### src/rtl/serial_to_parallel_lane_pkg.sv
// Shared lane definitions for the serial link (receive and transmit sides).
// Holds the lane width, the default idle/comma word, the alignment state
// encoding and a helper that sizes the idle-word counter from LOCK_COUNT.
package serial_to_parallel_lane_pkg;

  localparam int unsigned LANE_WIDTH    = 32;
  localparam int unsigned BIT_CNT_WIDTH = $clog2(LANE_WIDTH);

  localparam logic [LANE_WIDTH-1:0] IDLE_WORD_DEFAULT = 32'hBCBCBCBC;

  typedef enum logic [1:0] {
    StSearch = 2'd0,
    StAlign  = 2'd1,
    StLocked = 2'd2
  } lane_state_e;

  // Idle counter must hold LOCK_COUNT; kept within 2..3 bits (LOCK_COUNT 1..7).
  function automatic int unsigned idle_cnt_width(input int unsigned lock_count);
    int unsigned w;
    w = $clog2(lock_count + 1);
    if (w < 2) w = 2;
    if (w > 3) w = 3;
    return w;
  endfunction

endpackage

### src/rtl/serial_to_parallel_lane_idle_detector.sv
// Serial shift register plus idle-word comparator.
// Ports:
//   clk_i       - bit clock, one serial bit per rising edge
//   rst_i       - asynchronous active-high reset, clears the shift register
//   data_i      - serial bit, words arrive MSB first
//   next_word_o - shift register contents including the bit on data_i
//   match_o     - next_word_o equals IDLE_WORD
module serial_to_parallel_lane_idle_detector
  import serial_to_parallel_lane_pkg::*;
#(
  parameter logic [LANE_WIDTH-1:0] IDLE_WORD = IDLE_WORD_DEFAULT
) (
  input  logic                  clk_i,
  input  logic                  rst_i,
  input  logic                  data_i,
  output logic [LANE_WIDTH-1:0] next_word_o,
  output logic                  match_o
);

  logic [LANE_WIDTH-1:0] shift_q, shift_d;

  // The word is visible combinationally on the edge that samples its last bit,
  // so the FSM can act on it with no added latency.
  always_comb begin
    next_word_o = {shift_q[LANE_WIDTH-2:0], data_i};
    match_o     = (next_word_o == IDLE_WORD);
    shift_d     = next_word_o;
  end

  always_ff @(posedge clk_i or posedge rst_i) begin
    if (rst_i) begin
      shift_q <= '0;
    end else begin
      shift_q <= shift_d;
    end
  end

endmodule

### src/rtl/serial_to_parallel_lane.sv
// Serial-to-parallel receive lane with idle-word word alignment.
// Searches the bit stream for IDLE_WORD, confirms LOCK_COUNT consecutive idles
// on 32-bit boundaries, then delivers each non-idle word on lane.
// Ports:
//   clk_32f     - bit clock, one serial bit per rising edge
//   reset       - asynchronous active-high reset
//   data_in     - serial lane bit, MSB first
//   lane        - recovered 32-bit data word (0 for idle)
//   valid       - lane holds a non-idle data word
//   word_strobe - one-cycle pulse on every word boundary while locked
//   active      - lane is locked
module serial_to_parallel_lane
  import serial_to_parallel_lane_pkg::*;
#(
  parameter logic [LANE_WIDTH-1:0] IDLE_WORD  = IDLE_WORD_DEFAULT,
  parameter int unsigned           LOCK_COUNT = 4
) (
  input  logic                  clk_32f,
  input  logic                  reset,
  input  logic                  data_in,
  output logic [LANE_WIDTH-1:0] lane,
  output logic                  valid,
  output logic                  word_strobe,
  output logic                  active
);

  localparam int unsigned IdleCntW = idle_cnt_width(LOCK_COUNT);

  localparam logic [IdleCntW-1:0]      IdleCntMax = IdleCntW'(LOCK_COUNT);
  localparam logic [IdleCntW-1:0]      IdleCntOne = {{(IdleCntW-1){1'b0}}, 1'b1};
  localparam logic [BIT_CNT_WIDTH-1:0] BitCntOne  = {{(BIT_CNT_WIDTH-1){1'b0}}, 1'b1};
  localparam logic [BIT_CNT_WIDTH-1:0] BitCntLast = '1;

  lane_state_e               state_q, state_d;
  logic [BIT_CNT_WIDTH-1:0]  bit_cnt_q, bit_cnt_d;
  logic [IdleCntW-1:0]       idle_cnt_q, idle_cnt_d;
  logic [LANE_WIDTH-1:0]     lane_q, lane_d;
  logic                      valid_q, valid_d;
  logic                      strobe_q, strobe_d;

  logic [LANE_WIDTH-1:0]     next_word;
  logic                      idle_match;
  logic                      boundary;
  logic [IdleCntW-1:0]       idle_cnt_inc;

  serial_to_parallel_lane_idle_detector #(
    .IDLE_WORD (IDLE_WORD)
  ) u_idle_detector (
    .clk_i       (clk_32f),
    .rst_i       (reset),
    .data_i      (data_in),
    .next_word_o (next_word),
    .match_o     (idle_match)
  );

  always_comb begin
    state_d      = state_q;
    bit_cnt_d    = bit_cnt_q;
    idle_cnt_d   = idle_cnt_q;
    lane_d       = lane_q;
    valid_d      = valid_q;
    strobe_d     = 1'b0;
    // Boundary edge: the 32nd edge after the anchoring idle match.
    boundary     = (bit_cnt_q == BitCntLast);
    idle_cnt_inc = idle_cnt_q + IdleCntOne;

    unique case (state_q)
      StSearch: begin
        bit_cnt_d  = '0;
        idle_cnt_d = '0;
        if (idle_match) begin
          idle_cnt_d = IdleCntOne;
          state_d    = (LOCK_COUNT <= 1) ? StLocked : StAlign;
        end
      end

      StAlign: begin
        bit_cnt_d = bit_cnt_q + BitCntOne;
        if (boundary) begin
          if (idle_match) begin
            if (idle_cnt_q < IdleCntMax) idle_cnt_d = idle_cnt_inc;
            if (idle_cnt_inc >= IdleCntMax) state_d = StLocked;
          end else begin
            // Misaligned or data before lock: restart the search from scratch.
            state_d    = StSearch;
            idle_cnt_d = '0;
            bit_cnt_d  = '0;
          end
        end
      end

      StLocked: begin
        bit_cnt_d = bit_cnt_q + BitCntOne;
        if (boundary) begin
          strobe_d = 1'b1;
          if (idle_match) begin
            lane_d  = '0;
            valid_d = 1'b0;
          end else begin
            lane_d  = next_word;
            valid_d = 1'b1;
          end
        end
      end

      default: begin
        state_d = StSearch;
      end
    endcase
  end

  always_ff @(posedge clk_32f or posedge reset) begin
    if (reset) begin
      state_q    <= StSearch;
      bit_cnt_q  <= '0;
      idle_cnt_q <= '0;
      lane_q     <= '0;
      valid_q    <= 1'b0;
      strobe_q   <= 1'b0;
    end else begin
      state_q    <= state_d;
      bit_cnt_q  <= bit_cnt_d;
      idle_cnt_q <= idle_cnt_d;
      lane_q     <= lane_d;
      valid_q    <= valid_d;
      strobe_q   <= strobe_d;
    end
  end

  // LOCKED is left only through reset, so active is simply the locked state.
  assign active      = (state_q == StLocked);
  assign lane        = lane_q;
  assign valid       = valid_q;
  assign word_strobe = strobe_q;

endmodule

### config.mk
export PLATFORM = sky130hd
export DESIGN_NAME = serial_to_parallel_lane
export DESIGN_NICKNAME = d
export VERILOG_FILES = /design/src/rtl/serial_to_parallel_lane_pkg.sv /design/src/rtl/serial_to_parallel_lane_idle_detector.sv /design/src/rtl/serial_to_parallel_lane.sv
export SDC_FILE = /design/constraint.sdc
export NUM_CORES = 1
export LEC_CHECK = 0
export CORE_MARGIN = 2
export CORE_UTILIZATION = 30
export CTS_CLUSTER_SIZE = 24
export DETAILED_ROUTE_END_ITERATION = 8
export SLEW_MARGIN = 20
export SYNTH_ARGS = -nofsm -noshare
export SYNTH_HDL_FRONTEND = slang
export SYNTH_SLANG_ARGS = --single-unit
### constraint.sdc
create_clock -name clk_32f -period 3.4 [get_ports clk_32f]
set_clock_uncertainty 0.2 [all_clocks]
set_input_delay 0.51 -clock clk_32f [delete_from_list [all_inputs] [get_ports clk_32f]]
set_output_delay 0.51 -clock clk_32f [all_outputs]
set_load 0.02 [all_outputs]
# Word level (Yosys, flattened, before mapping)
# Cells that the tools add are included.
[word_totals]
regBits = 75
[op_classes]
n_eq_ne = 8
n_addsub = 2
order_cmp = 2
bitwise_logic = 1
mux = 17
n_reduce_logical = 6
[ops]
columns = ["cell", "count"]
rows = [
  ["equality test 32 bit (second input constant)", 1],
  ["two-way mux 32 bit", 1],
  ["case mux 5 bit (3 select lines)", 1],
  ["two-way mux 5 bit", 2],
  ["two-way mux 3 bit", 3],
  ["two-way mux 2 bit", 4],
  ["!= test 3 bit (second input constant)", 2],
  ["case mux 2 bit (3 select lines)", 1],
  ["case mux 3 bit (2 select lines)", 1],
  ["adder 5 x 1 -> 5 bit (second input constant)", 1],
  ["equality test 5 bit (second input constant)", 1],
  ["two-way mux 1 bit", 4],
  ["!= test 2 bit (second input constant)", 2],
  ["AND reduction 4 bit", 1],
  ["adder 3 x 1 -> 3 bit (second input constant)", 1],
  ["greater-or-equal comparator 3 bit (second input constant)", 1],
  ["less-than comparator 3 bit (second input constant)", 1],
  ["AND reduction 3 bit", 1],
  ["nonzero test 3 bit", 1],
  ["equality test 2 x 1 -> 1 bit (second input constant)", 1],
  ["equality test 2 bit (second input constant)", 1],
  ["logical NOT 2 bit", 1],
  ["AND reduction 2 bit", 1],
  ["nonzero test 2 bit", 1],
  ["inverter 1 bit", 1],
]

# Depth between registers and ports, before layout
[depth]
ltp_word = 6
ltp_mapped = 8
mapped_depth_nobuf = 8

# Hierarchy
# Synthesis repeated with hierarchy kept, for this count alone.
[unflattened]
hier_cells = 257
area_unflattened_um2 = 2909.0
[modules_own_cells]
columns = ["module", "n_inst", "cells_per_inst", "area_per_inst_um2", "seq_area_each_um2"]
rows = [
  ["serial_to_parallel_lane", 1, 213, 2031.9, 1101.1],
  ["serial_to_parallel_lane_idle_detector", 1, 44, 877.1, 775.7],
]

# Worst setup path before layout
# No wires, ideal clock.
[synth_path]
kind = "register to register"
startpoint = "register bit_cnt_q[0]"
endpoint = "register idle_cnt_q[0]"
slack_ps = 1423
path_stages_with_launch = 9
required_ps = 3113
arrival_time_ps = 1690
path_cell_list = "dfrtp_1 ha_1 and3_1 ha_1 nand2_1 o21a_1 nor2_1 mux2_2 a211oi_2"
[synth_between]
elab_chain_cells = 3
[synth_rtl]
columns = ["element", "line_no", "text"]
rows = [
  ["from (decl)", "serial_to_parallel_lane.sv:35", "logic [BIT_CNT_WIDTH-1:0] bit_cnt_q, bit_cnt_d;"],
  ["from (signal assigned)", "serial_to_parallel_lane.sv:122", "bit_cnt_q <= bit_cnt_d;"],
  ["equality test 5 bit", "serial_to_parallel_lane.sv:64", "boundary = (bit_cnt_q == BitCntLast);"],
  ["!= test 2 bit (no line)", "--", ""],
  ["AND reduction 3 bit (no line)", "--", ""],
  ["to (signal assigned)", "serial_to_parallel_lane.sv:123", "idle_cnt_q <= idle_cnt_d;"],
  ["to (decl)", "serial_to_parallel_lane.sv:36", "logic [IdleCntW-1:0] idle_cnt_q, idle_cnt_d;"],
]
# Every way passes these cells.
# A chain may end at the register's enable or synchronous reset.

# Worst setup path in the final report
[layout_path]
startpoint = "register bit_cnt_q[0]"
endpoint = "register lane_q[26], in the netlist lane[26]"
[layout_between]
elab_chain_cells = 2
[layout_rtl]
columns = ["element", "line_no", "text"]
rows = [
  ["equality test 5 bit", "serial_to_parallel_lane.sv:64", ""],
  ["AND reduction 2 bit (no line)", "--", ""],
  ["to (signal assigned)", "serial_to_parallel_lane.sv:124", "lane_q <= lane_d;"],
  ["to (decl)", "serial_to_parallel_lane.sv:37", "logic [LANE_WIDTH-1:0] lane_q, lane_d;"],
]
# Every way passes these cells.

==> results.md <==
- Status: complete, no violations
- Die width: 101.4 µm
- Max VDD drop: 0.2243 mV
- Core footprint: 9240 µm²
- Number of antenna diodes: 0
- PortBufs: 37
- Slew Limit Fails: 0
- CP Launch Type: flop
- Max clock buf depth: 2
- Worst Path Required: 3460 ps
- Crit. Startpoint: bit_cnt_q[0]
- Peak Freq: 0.4062 GHz
- Period minus WS final: 2462 ps
- Post-synth cell types: 40
- Worst-path clk slew: 70 ps
- FF+latch count, synth: 75
- Overall routed net length: 5796 µm
- Post-CTS Hold Buffers: 0
- Hold Vio Cnt, Final: 0
- Top FF cell, synth: dfrtp_1
- Place WS: 752.5 ps
- P&R area growth vs syn: 24.98%
- Critical path class: flop to flop
- Dpl hpwl: 3788 µm
- CP max stage delay: 720 ps
- Final setup margin: 938.1 ps
- Via count: 1950
- Initial antenna violation count: 0
- Drt pass-1 iters: 5
- CP endpoint: lane[26]
- RSZ-0062 raised after global routing: no
- Hold Path Depth: 0
- Leakage: 0.001622 µW
- Worst path cell trace: ha_1 > and3_1 > ha_1 > nand2_1 > inv_1 > nand2_1 > o21ai_0
- Slew @ Worst Pin: 1001 ps
- Max H-tree Level: 3
- Die ar.: 10280 µm²
- Synthesized area: 2845 µm²
- Row Count: 35
- DR WL/cell: 13.35 µm
- Top Ports: 38
- Syn nets: 270
- FF-to-FF setup slack: 940 ps
- Number of global-route vias before repair: 2031
- Post-route DRC: 0
- RR Endpoint: lane[26]
- Clk sinks: 75
- Placer Congestion: 0.7425
- Final TNS setup: 0 ps
- Die Ht: 101.4 µm
- Crit path DAT: 2520 ps
- Post-CTS sizing: 0
- MaxCap Viol Count: 0
- Initial Utilization: 30.79%
- Rel. slew slack: 33.22%
- Hold Crit Class: flop to flop
- CTS tree: yes
- Final layout net count: 310
- Final worst path period share: 72.41%
- Initial DRC count: 129
- Layout cells sized above 1: 7.213%
- Worst flop-to-flop path startpoint: bit_cnt_q[0]
- Sequential cell area fraction in the yosys report: 65.96%
- Ys async rst share: 100.0%
- Total Routing Usage GR: 12.63%
- Power Dens Cells: 437.7 nW/µm²
- CP endpoint kind: flop
- Synth Instances: 260
- Largest net degree at the start of global routing: 46
- Crit path max fanout: 33
- Mapped Avg Cell Area: 10.94 µm²
- CP max stage cell: inv_1
- Clock root buffer: clkbuf_8
- Worst skew pair latency: 340 ps
- Reg2reg path depth: 7
- Setup violations, final: 0
- Via/cell ratio: 4.493
- Post-synth EDFFs: 0
- Synth Warn #: 0
- Total CTS buffers: 9
- First-pass GRT wire length: 10060 µm
- Antenna viol nets, final: 0
- Setup bufs post-CTS: 0
- Total grt overflow: 0
==> per-layer routing <==
layer / track usage (%) / routed length (µm) / vias up
met5: 0 / 0 / -
met4: 5.094 / 65 / 0
met3: 4.210 / 225 / 9
met2: 19.51 / 2705 / 34
met1: 16.42 / 2799 / 962
li1: - / - / 945
==> where the power goes <==
| group | switching [µW] | total [µW] | internal, µW |
|---|---|---|---|
| registers | 14.9 | 926 | 911 |
| logic | 19.0 | 26.8 | 7.77 |
| clock network | 300 | 604 | 304 |
==> cell usage after synthesis (2+ instances only) <==
cell | instances | share of area (%)
a21oi_1 | 3 | 0.53
a221oi_1 | 2 | 0.62
and4b_1 | 3 | 1.1
buf_1 | 4 | 0.53
buf_4 | 2 | 0.53
clkbuf_1 | 4 | 0.53
dfrtp_1 | 75 | 66
ha_1 | 7 | 3.1
inv_1 | 6 | 0.79
nand2_1 | 87 | 11
nand3_1 | 2 | 0.35
nand4_1 | 2 | 0.44
nor2_1 | 9 | 1.2
nor4bb_1 | 2 | 0.70
o21ai_0 | 23 | 4.0
o21ai_1 | 5 | 0.88
==> stage by stage <==
step	total power [µW]	cells	util [%]	hold WS [ps]	area, µm²
after floorplan	954.1	260	-	165.6	2845
after global placement	970.8	418	36.61	176.7	3383
after detailed placement	971.2	418	36.61	177.5	3383
after CTS	1576	434	38.48	192.4	3556
after global routing	1626	434	38.48	208.3	3556
final	1557	434	38.48	188.3	3556
==> worst min path at each step <==
stage | startpoint | end | slack, ps
global route | u_idle_detector.shift_q[25] | u_idle_detector.shift_q[26] | 210
CTS | u_idle_detector.shift_q[25] | u_idle_detector.shift_q[26] | 190
finish | u_idle_detector.shift_q[25] | u_idle_detector.shift_q[26] | 190
detailed placement | u_idle_detector.shift_q[25] | u_idle_detector.shift_q[26] | 180
global placement | u_idle_detector.shift_q[25] | u_idle_detector.shift_q[26] | 180
floorplan | u_idle_detector.shift_q[0] | u_idle_detector.shift_q[1] | 170
==> kinds of logic (layout without fill, tap and decap cells) <==
family	Yosys count	after routing	share of synthesized area, %
AOI/OAI and AO/OA	43	43	9.411
xor gates and xnor gates	1	1	0.3079
adders and majority gates	7	7	3.078
buffers and inverters	17	62	2.550
DFF	75	75	65.96
muxes	1	1	0.3958
and+or+nand+nor	116	116	18.29
==> placed cells by master, fill, tap and decap left out, types with 2 or more instances in the layout <==
cell / instances
a221oi_1: 2
clkinv_2: 2
nand3_1: 2
buf_12: 2
nor4bb_1: 2
o21ai_1: 5
and4b_1: 3
inv_1: 5
o21ai_0: 23
nand2_1: 87
dfrtp_1: 75
clkbuf_1: 3
ha_1: 7
nand4_1: 2
nor2_1: 9
clkbuf_8: 11
a21oi_1: 3
clkdlybuf4s50_1: 37
==> area by class of cell <==
cell class,instances,area [µm²]
inverter,6,22.52
timing repair buffer,40,417.9
tap,129,161.4
sequential,75,1877
fill,927,5684
multi-input combinational,168,904.6
clock buffer,14,162.7
clock inverter,2,10.01
==> sequential cells by signal (all words and copies together), names as in the netlist <==
name and cells:
bit_cnt_q 5, idle_cnt_q 3, lane 32, state_q 2, u_idle_detector.shift_q 31, valid 1, word_strobe 1
==> worst max-delay path: cells and delay by family (launching register included) <==
kind / cells / cell delay (ps)
AOI/OAI and AO/OA: 1 / 180
buffers and inverters: 1 / 720
adders and majority gates: 2 / 440
DFF: 1 / 400
and+or+nand+nor: 3 / 410
No activity file was read; power rests on OpenSTA's default activity.
